==> src/rtl/fila_pkg.sv <==
// Shared definitions for the byte queue and its serializing consumer.
package fila_pkg;

  localparam int DATA_W      = 8;
  localparam int QUEUE_DEPTH = 8;
  localparam int MAX_WAIT    = 3;

  typedef enum logic [2:0] {
    IDLE  = 3'd0,
    POP   = 3'd1,
    WAIT  = 3'd2,
    SHIFT = 3'd3,
    DONE  = 3'd4
  } state_t;

endpackage

==> src/rtl/fila_serializador_if.sv <==
// Bundle between the queue, the serializer and the downstream serial sink.
// master = serializer side, slave = queue/sink side.
interface fila_serializador_if #(
  parameter int DATA_W = fila_pkg::DATA_W
);

  logic [7:0]        len_in;
  logic [DATA_W-1:0] data_in;
  logic              ready_in;
  logic              dequeue_out;
  logic              serial_out;
  logic              valid_out;
  logic              done_out;

  modport master (
    input  len_in, data_in, ready_in,
    output dequeue_out, serial_out, valid_out, done_out
  );

  modport slave (
    output len_in, data_in, ready_in,
    input  dequeue_out, serial_out, valid_out, done_out
  );

endinterface

==> src/rtl/fila_serializador_shift_tx.sv <==
// Shift register and bit counter: loads a captured byte and shifts it out
// MSB-first, one bit per accepted valid/ready beat.
module fila_serializador_shift_tx #(
  parameter int DATA_W = 8
) (
  input  logic              clock_10KHz,
  input  logic              reset,
  input  logic              load,
  input  logic [DATA_W-1:0] data,
  input  logic              active,
  input  logic              ready,
  output logic              serial,
  output logic              last_accept
);

  localparam int CNT_W = (DATA_W > 1) ? $clog2(DATA_W) : 1;

  logic [DATA_W-1:0] shreg;
  logic [CNT_W-1:0]  bit_cnt;
  logic              accept;

  assign accept      = active & ready;
  assign serial      = shreg[DATA_W-1];
  assign last_accept = accept & (bit_cnt == {CNT_W{1'b0}});

  // Load on capture, shift left and count down on each accepted bit, else hold.
  always_ff @(posedge clock_10KHz or posedge reset) begin
    if (reset) begin
      shreg   <= {DATA_W{1'b0}};
      bit_cnt <= {CNT_W{1'b0}};
    end else if (load) begin
      shreg   <= data;
      bit_cnt <= CNT_W'(DATA_W - 1);
    end else if (accept) begin
      shreg   <= shreg << 1;
      bit_cnt <= bit_cnt - CNT_W'(1);
    end else begin
      shreg   <= shreg;
      bit_cnt <= bit_cnt;
    end
  end

endmodule

==> src/rtl/fila_serializador.sv <==
// Queue consumer: pulses dequeue, confirms the pop by a length decrement,
// captures the byte and hands it to the shifter. Retries a dropped pop.
module fila_serializador
  import fila_pkg::*;
#(
  parameter int DATA_W   = fila_pkg::DATA_W,
  parameter int MAX_WAIT = fila_pkg::MAX_WAIT
) (
  input  logic                clock_10KHz,
  input  logic                reset,
  fila_serializador_if.master bus
);

  localparam int WCNT_W = $clog2(MAX_WAIT + 1);
  // Leaving WAIT on this count means MAX_WAIT WAIT cycles have elapsed.
  localparam logic [WCNT_W-1:0] WAIT_LAST = WCNT_W'(MAX_WAIT - 1);

  state_t            state;
  state_t            state_next;
  logic [7:0]        len_prev;
  logic [WCNT_W-1:0] wait_cnt;
  logic              pop_seen;
  logic              load;
  logic              shift_en;
  logic              shift_bit;
  logic              last_accept;

  // The queue moves by at most one per edge and only a dequeue shrinks it.
  assign pop_seen = bus.len_in < len_prev;

  fila_serializador_shift_tx #(.DATA_W(DATA_W)) u_shift_tx (
    .clock_10KHz (clock_10KHz),
    .reset       (reset),
    .load        (load),
    .data        (bus.data_in),
    .active      (shift_en),
    .ready       (bus.ready_in),
    .serial      (shift_bit),
    .last_accept (last_accept)
  );

  // FSM state register and previous-length tracker.
  always_ff @(posedge clock_10KHz or posedge reset) begin
    if (reset) begin
      state    <= IDLE;
      len_prev <= 8'd0;
    end else begin
      state    <= state_next;
      len_prev <= bus.len_in;
    end
  end

  // Pop-confirmation timeout counter: cleared in POP, counts through WAIT.
  always_ff @(posedge clock_10KHz or posedge reset) begin
    if (reset) begin
      wait_cnt <= {WCNT_W{1'b0}};
    end else if (state == POP) begin
      wait_cnt <= {WCNT_W{1'b0}};
    end else if (state == WAIT) begin
      wait_cnt <= wait_cnt + WCNT_W'(1);
    end else begin
      wait_cnt <= wait_cnt;
    end
  end

  // Next-state and Moore outputs decoded from the state register.
  always_comb begin
    state_next      = state;
    load            = 1'b0;
    shift_en        = 1'b0;
    bus.dequeue_out = 1'b0;
    bus.valid_out   = 1'b0;
    bus.serial_out  = 1'b0;
    bus.done_out    = 1'b0;
    case (state)
      IDLE: begin
        if (bus.len_in != 8'd0) begin
          state_next = POP;
        end else begin
          state_next = IDLE;
        end
      end
      POP: begin
        bus.dequeue_out = 1'b1;
        state_next      = WAIT;
      end
      WAIT: begin
        if (pop_seen) begin
          load       = 1'b1;
          state_next = SHIFT;
        end else if (wait_cnt == WAIT_LAST) begin
          state_next = IDLE;
        end else begin
          state_next = WAIT;
        end
      end
      SHIFT: begin
        shift_en       = 1'b1;
        bus.valid_out  = 1'b1;
        bus.serial_out = shift_bit;
        if (last_accept) begin
          state_next = DONE;
        end else begin
          state_next = SHIFT;
        end
      end
      DONE: begin
        bus.done_out = 1'b1;
        state_next   = IDLE;
      end
      default: begin
        state_next = IDLE;
      end
    endcase
  end

endmodule

==> src/flat_wrapper.sv <==
// flat-port wrapper written by rule: the top's interface ports become plain ports
module fila_serializador_flat import fila_pkg::*;
#(
  parameter int DATA_W   = fila_pkg::DATA_W,
  parameter int MAX_WAIT = fila_pkg::MAX_WAIT
)
  (clock_10KHz, reset, bus_len_in, bus_data_in, bus_ready_in, bus_dequeue_out, bus_serial_out, bus_valid_out, bus_done_out);
  fila_serializador_if #(.DATA_W(DATA_W)) bus_i ();
  input  logic clock_10KHz;
  input  logic reset;
  input wire logic [$bits(bus_i.len_in)-1:0] bus_len_in;
  input wire logic [$bits(bus_i.data_in)-1:0] bus_data_in;
  input wire logic [$bits(bus_i.ready_in)-1:0] bus_ready_in;
  output wire logic [$bits(bus_i.dequeue_out)-1:0] bus_dequeue_out;
  output wire logic [$bits(bus_i.serial_out)-1:0] bus_serial_out;
  output wire logic [$bits(bus_i.valid_out)-1:0] bus_valid_out;
  output wire logic [$bits(bus_i.done_out)-1:0] bus_done_out;
  assign bus_i.len_in = bus_len_in;
  assign bus_i.data_in = bus_data_in;
  assign bus_i.ready_in = bus_ready_in;
  assign bus_dequeue_out = bus_i.dequeue_out;
  assign bus_serial_out = bus_i.serial_out;
  assign bus_valid_out = bus_i.valid_out;
  assign bus_done_out = bus_i.done_out;
  fila_serializador #(.DATA_W(DATA_W), .MAX_WAIT(MAX_WAIT)) u_core (.clock_10KHz(clock_10KHz), .reset(reset), .bus(bus_i));
endmodule
==> config.mk <==
export PLATFORM = sky130hd
export DESIGN_NAME = fila_serializador_flat
export DESIGN_NICKNAME = d
export VERILOG_FILES = /design/src/rtl/fila_pkg.sv /design/src/rtl/fila_serializador_if.sv /design/src/rtl/fila_serializador_shift_tx.sv /design/src/rtl/fila_serializador.sv /design/src/flat_wrapper.sv
export SDC_FILE = /design/constraint.sdc
export NUM_CORES = 1
export LEC_CHECK = 0
export CORE_MARGIN = 2
export CORE_UTILIZATION = 39
export DETAILED_ROUTE_END_ITERATION = 16
export PLACE_DENSITY = 0.7
export SLEW_MARGIN = 20
export SYNTH_ARGS = -nofsm -noshare
export SYNTH_HDL_FRONTEND = slang
export SYNTH_SLANG_ARGS = --single-unit
==> constraint.sdc <==
create_clock -name clock_10KHz -period 2.4 [get_ports clock_10KHz]
set_input_delay 0.72 -clock clock_10KHz [delete_from_list [all_inputs] [get_ports clock_10KHz]]
set_output_delay 0.72 -clock clock_10KHz [all_outputs]
set_load 0.01 [all_outputs]
==> results.json <==
{
  "ctsHoldBuffers": 0,
  "drcViolationCount": 0,
  "ir_drop_mv": 0.543,
  "tightest_slew_ns": 0.305,
  "synth_top_cell_area_share": 0.464,
  "syn-cell-area_sq_um": 1290,
  "final_common_cell": "dfrtp_1",
  "fin_nets": 176,
  "min_period_over_period": 0.966,
  "io_buffers": 22,
  "relSlewSlack": 0.794,
  "vias": 923,
  "hold_ws_ns": 0.498,
  "wl_mm": 2.40,
  "crit_slowest_cell": "clkdlybuf4s50_1",
  "dp_slack_ns": -0.242,
  "root_buffer": "clkbuf_4",
  "initial_utilization": 0.417,
  "critPathArrivalTime_ns": 2.53,
  "grt_util_met1": 0.161,
  "numCtsBuffers": 3,
  "synth-edff-count": 0,
  "placed_area_sq_um": 1640,
  "first_pass_iters": 4,
  "finalHoldViolCount": 0,
  "synth_ff_type": "dfrtp_1",
  "post_synth.cell_area_avg_sq_um": 12.0,
  "overflow": 0,
  "clk_latency_ns": 0.32,
  "final_cell_mix": "dfrtp_1, clkdlybuf4s50_1, buf_4, inv_1",
  "areaGrowthSynthToFinish_pct": 30.9,
  "rsz0062_at_grt": "no",
  "stdcell_area_sq_um": 1700,
  "antennaDiodeCount": 0,
  "cp.buffers_inverters": 2,
  "regArea_sq_um": 601,
  "cts_tree": "done",
  "grt_start_max_net_pins": 25,
  "fin_worst_skew_ns": 0.00724,
  "grt_antenna_before_repair": 0,
  "antenna_left": 0,
  "fp.dieW_um": 61.6,
  "cp-start-kind": "input port",
  "critPathTopFamily": "buffers and inverters",
  "critPathKind": "in -> reg",
  "grt_pass1_vias": 1032,
  "first_iter_violations": 25,
  "core-area_sq_um": 3100,
  "cp-end-kind": "flip-flop",
  "h-tree-depth": 1,
  "crit_required_ns": 2.61,
  "syn_inst": 108,
  "chipHeight_um": 61.6,
  "setup_viol": 0,
  "maxCapViolCount": 0,
  "p_per_area_nw_per_um2": 943,
  "fmax_mhz": 431,
  "setup_tns_ns": 0,
  "grt_use_met3": 0.0567,
  "clk_pin_slew_ns": 0.13,
  "final_max_slew_viol_count": 0,
  "grt_usage": 0.156,
  "cts_sinks": 24,
  "viasPerCell": 4.88,
  "place_hpwl_mm": 1.81,
  "ys_top_cells_by_area": "dfrtp_1, mux2_4, ha_1",
  "ys_seq_elements": 24,
  "use_met2": 0.287,
  "fillers": 293,
  "worstPathMaxFanout": 13,
  "async_flop_share": 1.00,
  "die_area_sq_um": 3800,
  "setup_ws_ns": 0.0818,
  "hold_class": "reg -> reg",
  "synth_nets": 137,
  "wl_per_cell_um": 12.7,
  "grt_first_pass_wirelength_mm": 4.28,
  "ys_types": 33,
  "fin_crit_ns": 2.32,
  "routabilityCongestion": 0.796,
  "crit_chain": "clkdlybuf4s50_1, ha_1, a211o_1, a31oi_1, o211ai_2, buf_12, mux2_4",
  "io_pins": 23,
  "dp.cells": 182,
  "rows": 20,
  "cts.path.max_buffers": 2,
  "busiest_layer": "met2",
  "outcome": "completed",
  "yosys.area.top_type": "dfrtp_1",
  "leakage_uw": 0.000858,
  "drive_above_1_share": 0.255,
  "yosysWarningCount": 0,
  "stdcell_count": 189,
  "critPathMaxStageDelay_ns": 0.42,
  "seq_area_frac_synth": 0.464,
  "multi_input_area_sq_um": 612
}
## synth_stat cells, types with 2 or more instances
cell / count
buf_4: 2
mux2_4: 10
mux2_2: 4
nor3b_1: 3
inv_1: 14
dfrtp_1: 24
o21ai_0: 4
nand2_1: 6
o211ai_1: 2
ha_1: 10
mux2i_1: 2
a22oi_1: 2
a31oi_1: 2
a211o_1: 2
nor4_1: 3
## flip-flops by register name (all words and copies together) (netlist names)
register	count
u_core.u_shift_tx.bit_cnt	3
u_core.u_shift_tx.shreg	8
u_core.wait_cnt	2
u_core.state	3
u_core.len_prev	8
## stage by stage
| stage | util | total power [uW] |
|---|---|---|
| floorplan | - | 1190 |
| global placement | 0.529 | 1370 |
| detailed placement | 0.529 | 1400 |
| CTS | 0.541 | 1590 |
| global route | 0.546 | 1730 |
| finish | 0.546 | 1600 |
## power by group
part / switching [uW] / internal [uW]
sequential: 73.0 / 534
combinational: 327 / 488
clock: 116 / 58.8
## per-layer routing
layer | vias to the layer above | routed length [um]
li1 | 452 | -
met5 | - | 0
met3 | 9 | 149
met4 | 0 | 59
met2 | 25 | 1200
met1 | 437 | 993
## final timing paths
path	from	end	slack, ns	cells after the start
worst min-delay path	u_core.u_shift_tx.bit_cnt[2]	u_core.state[2]	0.50	1
worst max register to register	u_core.len_prev[2]	u_core.u_shift_tx.shreg[2]	0.56	7
max in group asynchronous	reset	u_core.u_shift_tx.shreg[0]	1.43	3
worst max-delay path	bus_len_in[2]	u_core.u_shift_tx.shreg[2]	0.08	7
min in group asynchronous	reset	u_core.len_prev[7]	0.73	3
worst min register to register	u_core.u_shift_tx.bit_cnt[2]	u_core.state[2]	0.50	1
## what timing repair did
action                                  4_1_cts  5_1_grt
endpoints found under the setup margin        2        2
buffers inserted                              2        2
gates resized for setup                       2        1
## kinds of logic after synthesis
logic type      share of synthesized area
compound gates                     0.0870
xor+xnor                           0.0135
fa+ha+maj                          0.0966
buf+inv                            0.0638
flops                               0.464
mux                                 0.166
simple gates                        0.109
## layout make-up
class,instances,share of cell area
well taps,44,0.0325
inverters,14,0.0310
flip-flops and latches,24,0.354
clock buffers,3,0.0133
repair buffers,38,0.208
multi-input cells,66,0.361
No activity file was read; power rests on OpenSTA's default activity.
